## src/rtl/wta_pkg.sv

```systemverilog
// Shared definitions for the winner-take-all readback path: channel count,
// result-word field layout, round FSM states and mask helpers.
package wta_pkg;

    localparam int WTA_CH        = 8;
    localparam int RES_W         = 16;
    localparam int RES_TFLAG_BIT = 15;
    localparam int RES_CNT_LSB   = 11;
    localparam int RES_CNT_W     = 4;
    localparam int RES_IDX_LSB   = 8;
    localparam int RES_IDX_W     = 3;

    typedef enum logic [1:0] {
        ST_IDLE,
        ST_COLLECT,
        ST_COMMIT,
        ST_REARM
    } wta_state_e;

    function automatic logic [RES_CNT_W-1:0] popcount8(input logic [WTA_CH-1:0] v);
        logic [RES_CNT_W-1:0] cnt;
        cnt = '0;
        for (int i = 0; i < WTA_CH; i++) begin
            cnt = cnt + RES_CNT_W'(v[i]);
        end
        return cnt;
    endfunction

    // Scanning from the top down leaves the lowest set bit as the final winner.
    function automatic logic [RES_IDX_W-1:0] lsb_index8(input logic [WTA_CH-1:0] v);
        logic [RES_IDX_W-1:0] idx;
        idx = '0;
        for (int i = WTA_CH - 1; i >= 0; i--) begin
            if (v[i]) idx = RES_IDX_W'(i);
        end
        return idx;
    endfunction

endpackage

```

## src/rtl/wta_result_fifo_if.sv

```systemverilog
// Host-side readback bundle for the result FIFO (second SPI port).
interface wta_result_fifo_if #(
    parameter int DEPTH = 4
);
    localparam int LW = $clog2(DEPTH + 1);

    logic          i_pop;
    logic          i_clr_ovf;
    logic          o_valid;
    logic [15:0]   o_data;
    logic [LW-1:0] o_level;
    logic          o_overflow;

    modport slave  (input  i_pop, i_clr_ovf, output o_valid, o_data, o_level, o_overflow);
    modport master (output i_pop, i_clr_ovf, input  o_valid, o_data, o_level, o_overflow);
endinterface

```

## src/rtl/sync_fifo.sv

```systemverilog
// Generic synchronous FIFO; pop is applied before push so a full FIFO can
// accept a write in the same cycle it is read.
module sync_fifo #(
    parameter int WIDTH = 16,
    parameter int DEPTH = 4
) (
    input  logic                       clk,
    input  logic                       rst,
    input  logic                       push_i,
    input  logic                       pop_i,
    input  logic [WIDTH-1:0]           data_i,
    output logic [WIDTH-1:0]           data_o,
    output logic                       full_o,
    output logic                       empty_o,
    output logic [$clog2(DEPTH+1)-1:0] level_o
);
    localparam int AW = (DEPTH > 1) ? $clog2(DEPTH) : 1;
    localparam int LW = $clog2(DEPTH + 1);

    logic [WIDTH-1:0] mem_q [DEPTH];
    logic [AW-1:0]    wr_ptr_q, wr_ptr_d;
    logic [AW-1:0]    rd_ptr_q, rd_ptr_d;
    logic [LW-1:0]    level_q, level_d;
    logic             do_push, do_pop;

    assign empty_o = (level_q == '0);
    assign full_o  = (level_q == LW'(DEPTH));
    assign do_pop  = pop_i && !empty_o;
    assign do_push = push_i && (!full_o || do_pop);

    // NOTE: combinational blocks use blocking '=' and assign every output a default first, so no latch is inferred.
    always_comb begin
        wr_ptr_d = wr_ptr_q;
        rd_ptr_d = rd_ptr_q;
        level_d  = level_q;
        if (do_push) wr_ptr_d = wr_ptr_q + AW'(1);
        if (do_pop)  rd_ptr_d = rd_ptr_q + AW'(1);
        case ({do_push, do_pop})
            2'b10:   level_d = level_q + LW'(1);
            2'b01:   level_d = level_q - LW'(1);
            default: level_d = level_q;
        endcase
    end

    // NOTE: sequential state uses non-blocking '<='; pointers and level are reset, they alone define what is valid.
    always_ff @(posedge clk) begin
        if (rst) begin
            wr_ptr_q <= '0;
            rd_ptr_q <= '0;
            level_q  <= '0;
        end else begin
            wr_ptr_q <= wr_ptr_d;
            rd_ptr_q <= rd_ptr_d;
            level_q  <= level_d;
        end
    end

    // NOTE: storage is deliberately not reset; empty entries are masked on the read side.
    always_ff @(posedge clk) begin
        if (do_push) mem_q[wr_ptr_q] <= data_i;
    end

    assign data_o  = empty_o ? '0 : mem_q[rd_ptr_q];
    assign level_o = level_q;

endmodule

```

## src/rtl/wta_result_fifo.sv

```systemverilog
// Condenses each k-NN round into a 16-bit result word and queues it for
// host readback; tracks dropped commits with a sticky overflow flag.
module wta_result_fifo
    import wta_pkg::*;
#(
    parameter int DEPTH       = 4,
    parameter int TIMEOUT_CYC = 4095
) (
    input  logic              clk,
    input  logic              rst,
    input  logic [WTA_CH-1:0] i_nn,
    input  logic [WTA_CH-1:0] i_knn,
    input  logic [2:0]        i_k,
    wta_result_fifo_if.slave  rd,
    output logic              o_busy
);
    localparam int LW = $clog2(DEPTH + 1);
    localparam logic [11:0] T_LAST = 12'(TIMEOUT_CYC - 1);

    wta_state_e           state_q;
    logic [RES_IDX_W-1:0] idx_q;
    logic [WTA_CH-1:0]    knn_q;
    logic [11:0]          timer_q;
    logic                 tflag_q;
    logic                 ovf_q;

    logic [RES_CNT_W-1:0] k_eff;
    logic [RES_W-1:0]     entry;
    logic                 push, full, empty, drop;
    logic [LW-1:0]        level;

    assign k_eff = (i_k == 3'd0) ? RES_CNT_W'(1) : {1'b0, i_k};
    assign push  = (state_q == ST_COMMIT);
    assign drop  = push && full && !rd.i_pop;

    always_comb begin
        entry                                = '0;
        entry[RES_TFLAG_BIT]                 = tflag_q;
        entry[RES_CNT_LSB +: RES_CNT_W]      = popcount8(knn_q);
        entry[RES_IDX_LSB +: RES_IDX_W]      = idx_q;
        entry[WTA_CH-1:0]                    = knn_q;
    end

    always_ff @(posedge clk) begin
        if (rst) begin
            state_q <= ST_IDLE;
            idx_q   <= '0;
            knn_q   <= '0;
            timer_q <= '0;
            tflag_q <= 1'b0;
            ovf_q   <= 1'b0;
        end else begin
            case (state_q)
                ST_IDLE: begin
                    if (i_nn != '0) begin
                        idx_q   <= lsb_index8(i_nn);
                        timer_q <= '0;
                        state_q <= ST_COLLECT;
                    end
                end
                ST_COLLECT: begin
                    knn_q   <= i_knn;
                    timer_q <= timer_q + 12'd1;
                    if (popcount8(i_knn) >= k_eff) begin
                        tflag_q <= 1'b0;
                        state_q <= ST_COMMIT;
                    end else if (timer_q == T_LAST) begin
                        tflag_q <= 1'b1;
                        state_q <= ST_COMMIT;
                    end
                end
                ST_COMMIT: state_q <= ST_REARM;
                // Wait for the winner line to drop so a held i_nn cannot start a duplicate round.
                ST_REARM: if (i_nn == '0) state_q <= ST_IDLE;
                default:  state_q <= ST_IDLE;
            endcase
            if (drop)               ovf_q <= 1'b1;
            else if (rd.i_clr_ovf)  ovf_q <= 1'b0;
        end
    end

    sync_fifo #(
        .WIDTH (RES_W),
        .DEPTH (DEPTH)
    ) u_fifo (
        .clk     (clk),
        .rst     (rst),
        .push_i  (push),
        .pop_i   (rd.i_pop),
        .data_i  (entry),
        .data_o  (rd.o_data),
        .full_o  (full),
        .empty_o (empty),
        .level_o (level)
    );

    assign rd.o_valid    = !empty;
    assign rd.o_level    = level;
    assign rd.o_overflow = ovf_q;
    assign o_busy        = (state_q != ST_IDLE);

endmodule

```

## src/flat_wrapper.sv

```systemverilog
// flat-port wrapper written by rule: the top's interface ports become plain ports
module wta_result_fifo_flat import wta_pkg::*;
#(
    parameter int DEPTH       = 4,
    parameter int TIMEOUT_CYC = 4095
)
  (clk, rst, i_nn, i_knn, i_k, o_busy, rd_i_pop, rd_i_clr_ovf, rd_o_valid, rd_o_data, rd_o_level, rd_o_overflow);
  wta_result_fifo_if #(.DEPTH(DEPTH)) rd_i ();
  input  logic clk;
  input  logic rst;
  input  logic [WTA_CH-1:0] i_nn;
  input  logic [WTA_CH-1:0] i_knn;
  input  logic [2:0] i_k;
  output logic o_busy;
  input wire logic [$bits(rd_i.i_pop)-1:0] rd_i_pop;
  input wire logic [$bits(rd_i.i_clr_ovf)-1:0] rd_i_clr_ovf;
  output wire logic [$bits(rd_i.o_valid)-1:0] rd_o_valid;
  output wire logic [$bits(rd_i.o_data)-1:0] rd_o_data;
  output wire logic [$bits(rd_i.o_level)-1:0] rd_o_level;
  output wire logic [$bits(rd_i.o_overflow)-1:0] rd_o_overflow;
  assign rd_i.i_pop = rd_i_pop;
  assign rd_i.i_clr_ovf = rd_i_clr_ovf;
  assign rd_o_valid = rd_i.o_valid;
  assign rd_o_data = rd_i.o_data;
  assign rd_o_level = rd_i.o_level;
  assign rd_o_overflow = rd_i.o_overflow;
  wta_result_fifo #(.DEPTH(DEPTH), .TIMEOUT_CYC(TIMEOUT_CYC)) u_core (.clk(clk), .rst(rst), .i_nn(i_nn), .i_knn(i_knn), .i_k(i_k), .rd(rd_i), .o_busy(o_busy));
endmodule
```

## config.mk

```make
export PLATFORM = sky130hd
export DESIGN_NAME = wta_result_fifo_flat
export DESIGN_NICKNAME = d
export VERILOG_FILES = /design/src/rtl/wta_pkg.sv /design/src/rtl/wta_result_fifo_if.sv /design/src/rtl/sync_fifo.sv /design/src/rtl/wta_result_fifo.sv /design/src/flat_wrapper.sv
export SDC_FILE = /design/constraint.sdc
export NUM_CORES = 1
export LEC_CHECK = 0
export ABC_AREA = 1
export CORE_ASPECT_RATIO = 0.75
export CORE_MARGIN = 4
export CORE_UTILIZATION = 57
export DETAILED_ROUTE_END_ITERATION = 6
export PLACE_DENSITY = 0.79
export SYNTH_ARGS = -nofsm -noshare
export SYNTH_HDL_FRONTEND = slang
export SYNTH_SLANG_ARGS = --single-unit
```

## constraint.sdc

```tcl
create_clock -name clk -period 4.2 [get_ports clk]
set_input_delay 1.05 -clock clk [delete_from_list [all_inputs] [get_ports clk]]
set_output_delay 1.05 -clock clk [all_outputs]
set_load 0.01 [all_outputs]
```

==> summary by stage <==
Worst setup path
The critical-path cell with the highest stage delay is fa_1. The setup check on the worst reg-to-reg path leaves a slack of 1210 ps. The most numerous cell on the critical path is fa_1.

The data required time of the worst path is 4430 ps. Walking the worst path, the cells encountered are clkdlybuf4s15_1, ha_1, inv_2, fa_1, fa_1, fa_2, inv_2, fa_1, ha_1, nand2_1, nand2_2, nand2_1, nand2_2, nor2_4, nor2_4, nor2_2, nor2_1. The critical path in this run is classified as input port to register.

The kind of launch point of the worst setup path is an input port. Of all nets on the critical path, the largest fanout is 2. The stage delay of the slowest cell on the critical path is 570 ps. The worst endpoint data arrival time is 4330 ps. The capturing point of the worst reg2reg path is u_core.u_fifo.mem_q[2][13]. The number of cells traversed by the worst register-to-register path is 9. The beginning of the worst register-to-register path is u_core.knn_q[0]. The element type at the critical path end is a register.

Cells and area
The number of cells in the finished layout apart from fillers is 693. The repair_antennas step left the layout with diodes totalling 0. The fraction of the core area covered by cells at the end of the flow is 71.6%.

In the final design database the tool counted 634 nets. The most common library cell in the layout ignoring fill and taps is nor2_1. The final design area excluding fillers is 5770 sq um.

Of the cells placed in the final design, the portion with a size suffix greater than 1 is 9.69%. Leaving out fill and tap cells, the most frequent cells in the layout are 112 x nor2_1, 64 x edfxtp_1, 62 x inv_1, 56 x nand2_1, 50 x o21ai_0. Relative to the synthesized area, the layout overhead comes to 19.4%.

Power
The highest ir drop seen on vdd is 319 uV. The leakage power is 2.27 nW. For this design the ratio of total power to cell area is 649 nW/um^2.

Synthesis
The net count after synthesis is 583. After synthesis, the cell types taking the most area are edfxtp_1 40%, dfxtp_1 15%, nor2_1 9.0%, o21ai_0 5.2%, inv_1 5.0%. The synthesized instance count is 532.

Synthesis instantiated 27 different standard cells from the library. Sequential elements use 54.7% of the synthesized area. Summing every instance area after synthesis gives 4830 sq um. The post-synthesis average cell area is 9.09 sq um. The number of storage elements in the synthesis netlist is 100. The number of warning messages in the yosys log is 0.

The cell type with the largest total area after synthesis is edfxtp_1. The top cell type by area accounts for 39.8% of the synthesized area.

Clock tree
The clock latency on the worst-skew pair is 340 ps. The number of buffers created by CTS is 9. The H-tree was split into 3 levels. The cell at the root of the clock tree is clkbuf_16. After clock tree synthesis, the flow added hold-fix buffers numbering 0. After clock tree synthesis, the clock-pin slew on the worst setup and hold paths is 70 ps.

The number of sinks driven by the clock tree is 100. Counting along the longest clock path gives a buffer depth of 2. The TritonCTS clock tree is yes.

Hold path
The worst hold path startpoint is u_core.rd.o_overflow. The worst hold path was traced through 2 stages. The capture endpoint of the worst hold path is u_core.rd.o_overflow. The class of the most critical hold timing path is register to register.

Route
The detail-routed net length per standard cell is 15.6 um. Across all layers, the routed design uses 3,798 vias. The detailed router's first-iteration violation count is 269.

The number of design rule violations left after detail routing is 0. The wire length reported by the detailed router is 10,800 um. The number of search-and-repair iterations in the first detailed-routing pass is 5. In the routed layout, each cell is associated on average with a via count of 5.48. The post-route antenna net violation count is 0.

Placed design
After detailed placement, the design holds a cell count of 675. Routability-driven placement finished with a final weighted congestion of 0.849. Detailed placement ended at an HPWL of 7060 um. The post-place instance area is 5410 sq um. Input and output buffers added on the ports amount to 44.

Floorplan
The number of core rows is 28. The die covers 10,000 sq um. The vertical extent of the die is 87.8 um. Measured along the x axis, the die boundary spans 114 um. The total core area is 8060 sq um. Once the floorplan was initialized, standard cells occupied 60.0% of the core. In this run the count of I/O pins placed on the die edge is 45.

Run
Max-cap violations in this run came to 0.

Timing
On the final layout, the worst clock skew is 6.26 ps. Based on the critical path, the design can be clocked at up to 244 MHz. The number of slew-limit violations in the final report is 0. The relative slew slack is 43.1%. The minimum clock period after layout is 4100 ps. The worst-margin pin slew is 854 ps. The total count of hold-check failures in the final report was 0. Setup violations remaining at the end of the flow were counted as 0. After layout, the worst path uses 97.5% of the clock period.

The smallest hold slack is 468 ps. The sum of negative setup slack is 0 ps.

GRT
The first global-routing pass estimated 17,700 um of wire. The number of antenna violations at the first check in global routing came to 0. Across every metal layer, demand over resource in global routing totals 22.8%. The number of global-route vias before repair is 3,683.

The total overflow left after global routing is 0. Entering global routing, the biggest net connects 33 pins.

Run status
The flow ran to the end, and the final reports show no timing, DRC or antenna violations.
[cells by family after synthesis]
family	Yosys count	synth area share [%]
and+or+nand+nor	215	18.5
AOI/OAI and AO/OA	100	10.7
DFF	100	54.7
buffers and inverters	86	6.96
adders and majority gates	28	8.64
xor gates and xnor gates	3	0.544
[critical path: cells and delay by family]
| kind | cells | cell delay [ps] |
|---|---|---|
| adder cells (fa/ha/maj) | 6 | 2340 |
| AND/OR/NAND/NOR | 8 | 640 |
| buffers and inverters | 3 | 300 |
[synthesized netlist by cell type (all sizes together)]
master and instances:
a211oi 2, a21oi 44, buf 6, clkbuf 11, clkinv 1, dfxtp 36
edfxtp 64, fa 9, ha 19, inv 68, nand2 67, nand3 19
nand3b 1, nand4 7, nor2 119, nor3 2, o21ai 51, o21bai 2
o31ai 1, xnor2 1, xor2 2
[worst max path at each step]
| stage | from | end | slack [ps] |
|---|---|---|---|
| 6_report | i_knn[1] | u_core.state_q[0] | 100 |
| 5_1_grt | i_knn[1] | u_core.state_q[0] | -5 |
| 3_5_place_dp | i_knn[0] | u_core.state_q[0] | -460 |
| 3_3_place_gp | i_knn[0] | u_core.state_q[0] | -270 |
| 2_1_floorplan | i_knn[0] | u_core.state_q[0] | 250 |
| 4_1_cts | i_knn[1] | u_core.state_q[0] | 2 |
[where the power goes]
group,switching (mW),internal (mW),leakage (nW),total [mW]
Combinational,0.896,0.574,1.23,1.47
Clock,0.358,0.494,0.154,0.852
Sequential,0.122,1.30,0.890,1.42
[cell type report]
type / instances / area [sq um]
tap: 105 / 131
clock inverter: 3 / 23.8
fill: 588 / 2280
timing repair buffer: 57 / 532
clock buffer: 13 / 293
multi-input combinational: 346 / 1890
sequential: 100 / 2640
inverter: 69 / 259
[metal layers]
metal / up-vias / wire length, um / global-route usage (%)
met5: - / 0 / 0
met4: 0 / 138 / 8.85
met3: 17 / 806 / 4.49
met2: 154 / 5350 / 38.5
met1: 1779 / 4540 / 29.3
li1: 1848 / - / -
[flip-flops by register name (all words and copies together), names as in the netlist, named ones only]
signal                  flops
u_core.idx_q                3
u_core.knn_q                8
u_core.rd.o_overflow        1
u_core.state_q              2
u_core.tflag_q              1
u_core.timer_q             12
u_core.u_fifo.level_o       3
u_core.u_fifo.mem_q        64
u_core.u_fifo.rd_ptr_q      2
u_core.u_fifo.wr_ptr_q      2
[per-stage QoR]
step | setup slack (ps) | power [mW]
2_1_floorplan | 248 | 2.29
3_3_place_gp | -274 | 2.77
5_1_grt | -5.12 | 3.99
3_5_place_dp | -460 | 2.84
6_report | 105 | 3.75
4_1_cts | 2.23 | 3.74
[repair_timing]
action	CTS	global route
pin swaps	12	9
hold endpoints to repair	0	0
gates resized for setup	15	5
buffers inserted	2	0
setup endpoints to repair	2	3
Note: power is estimated with default switching activity, not from simulation.
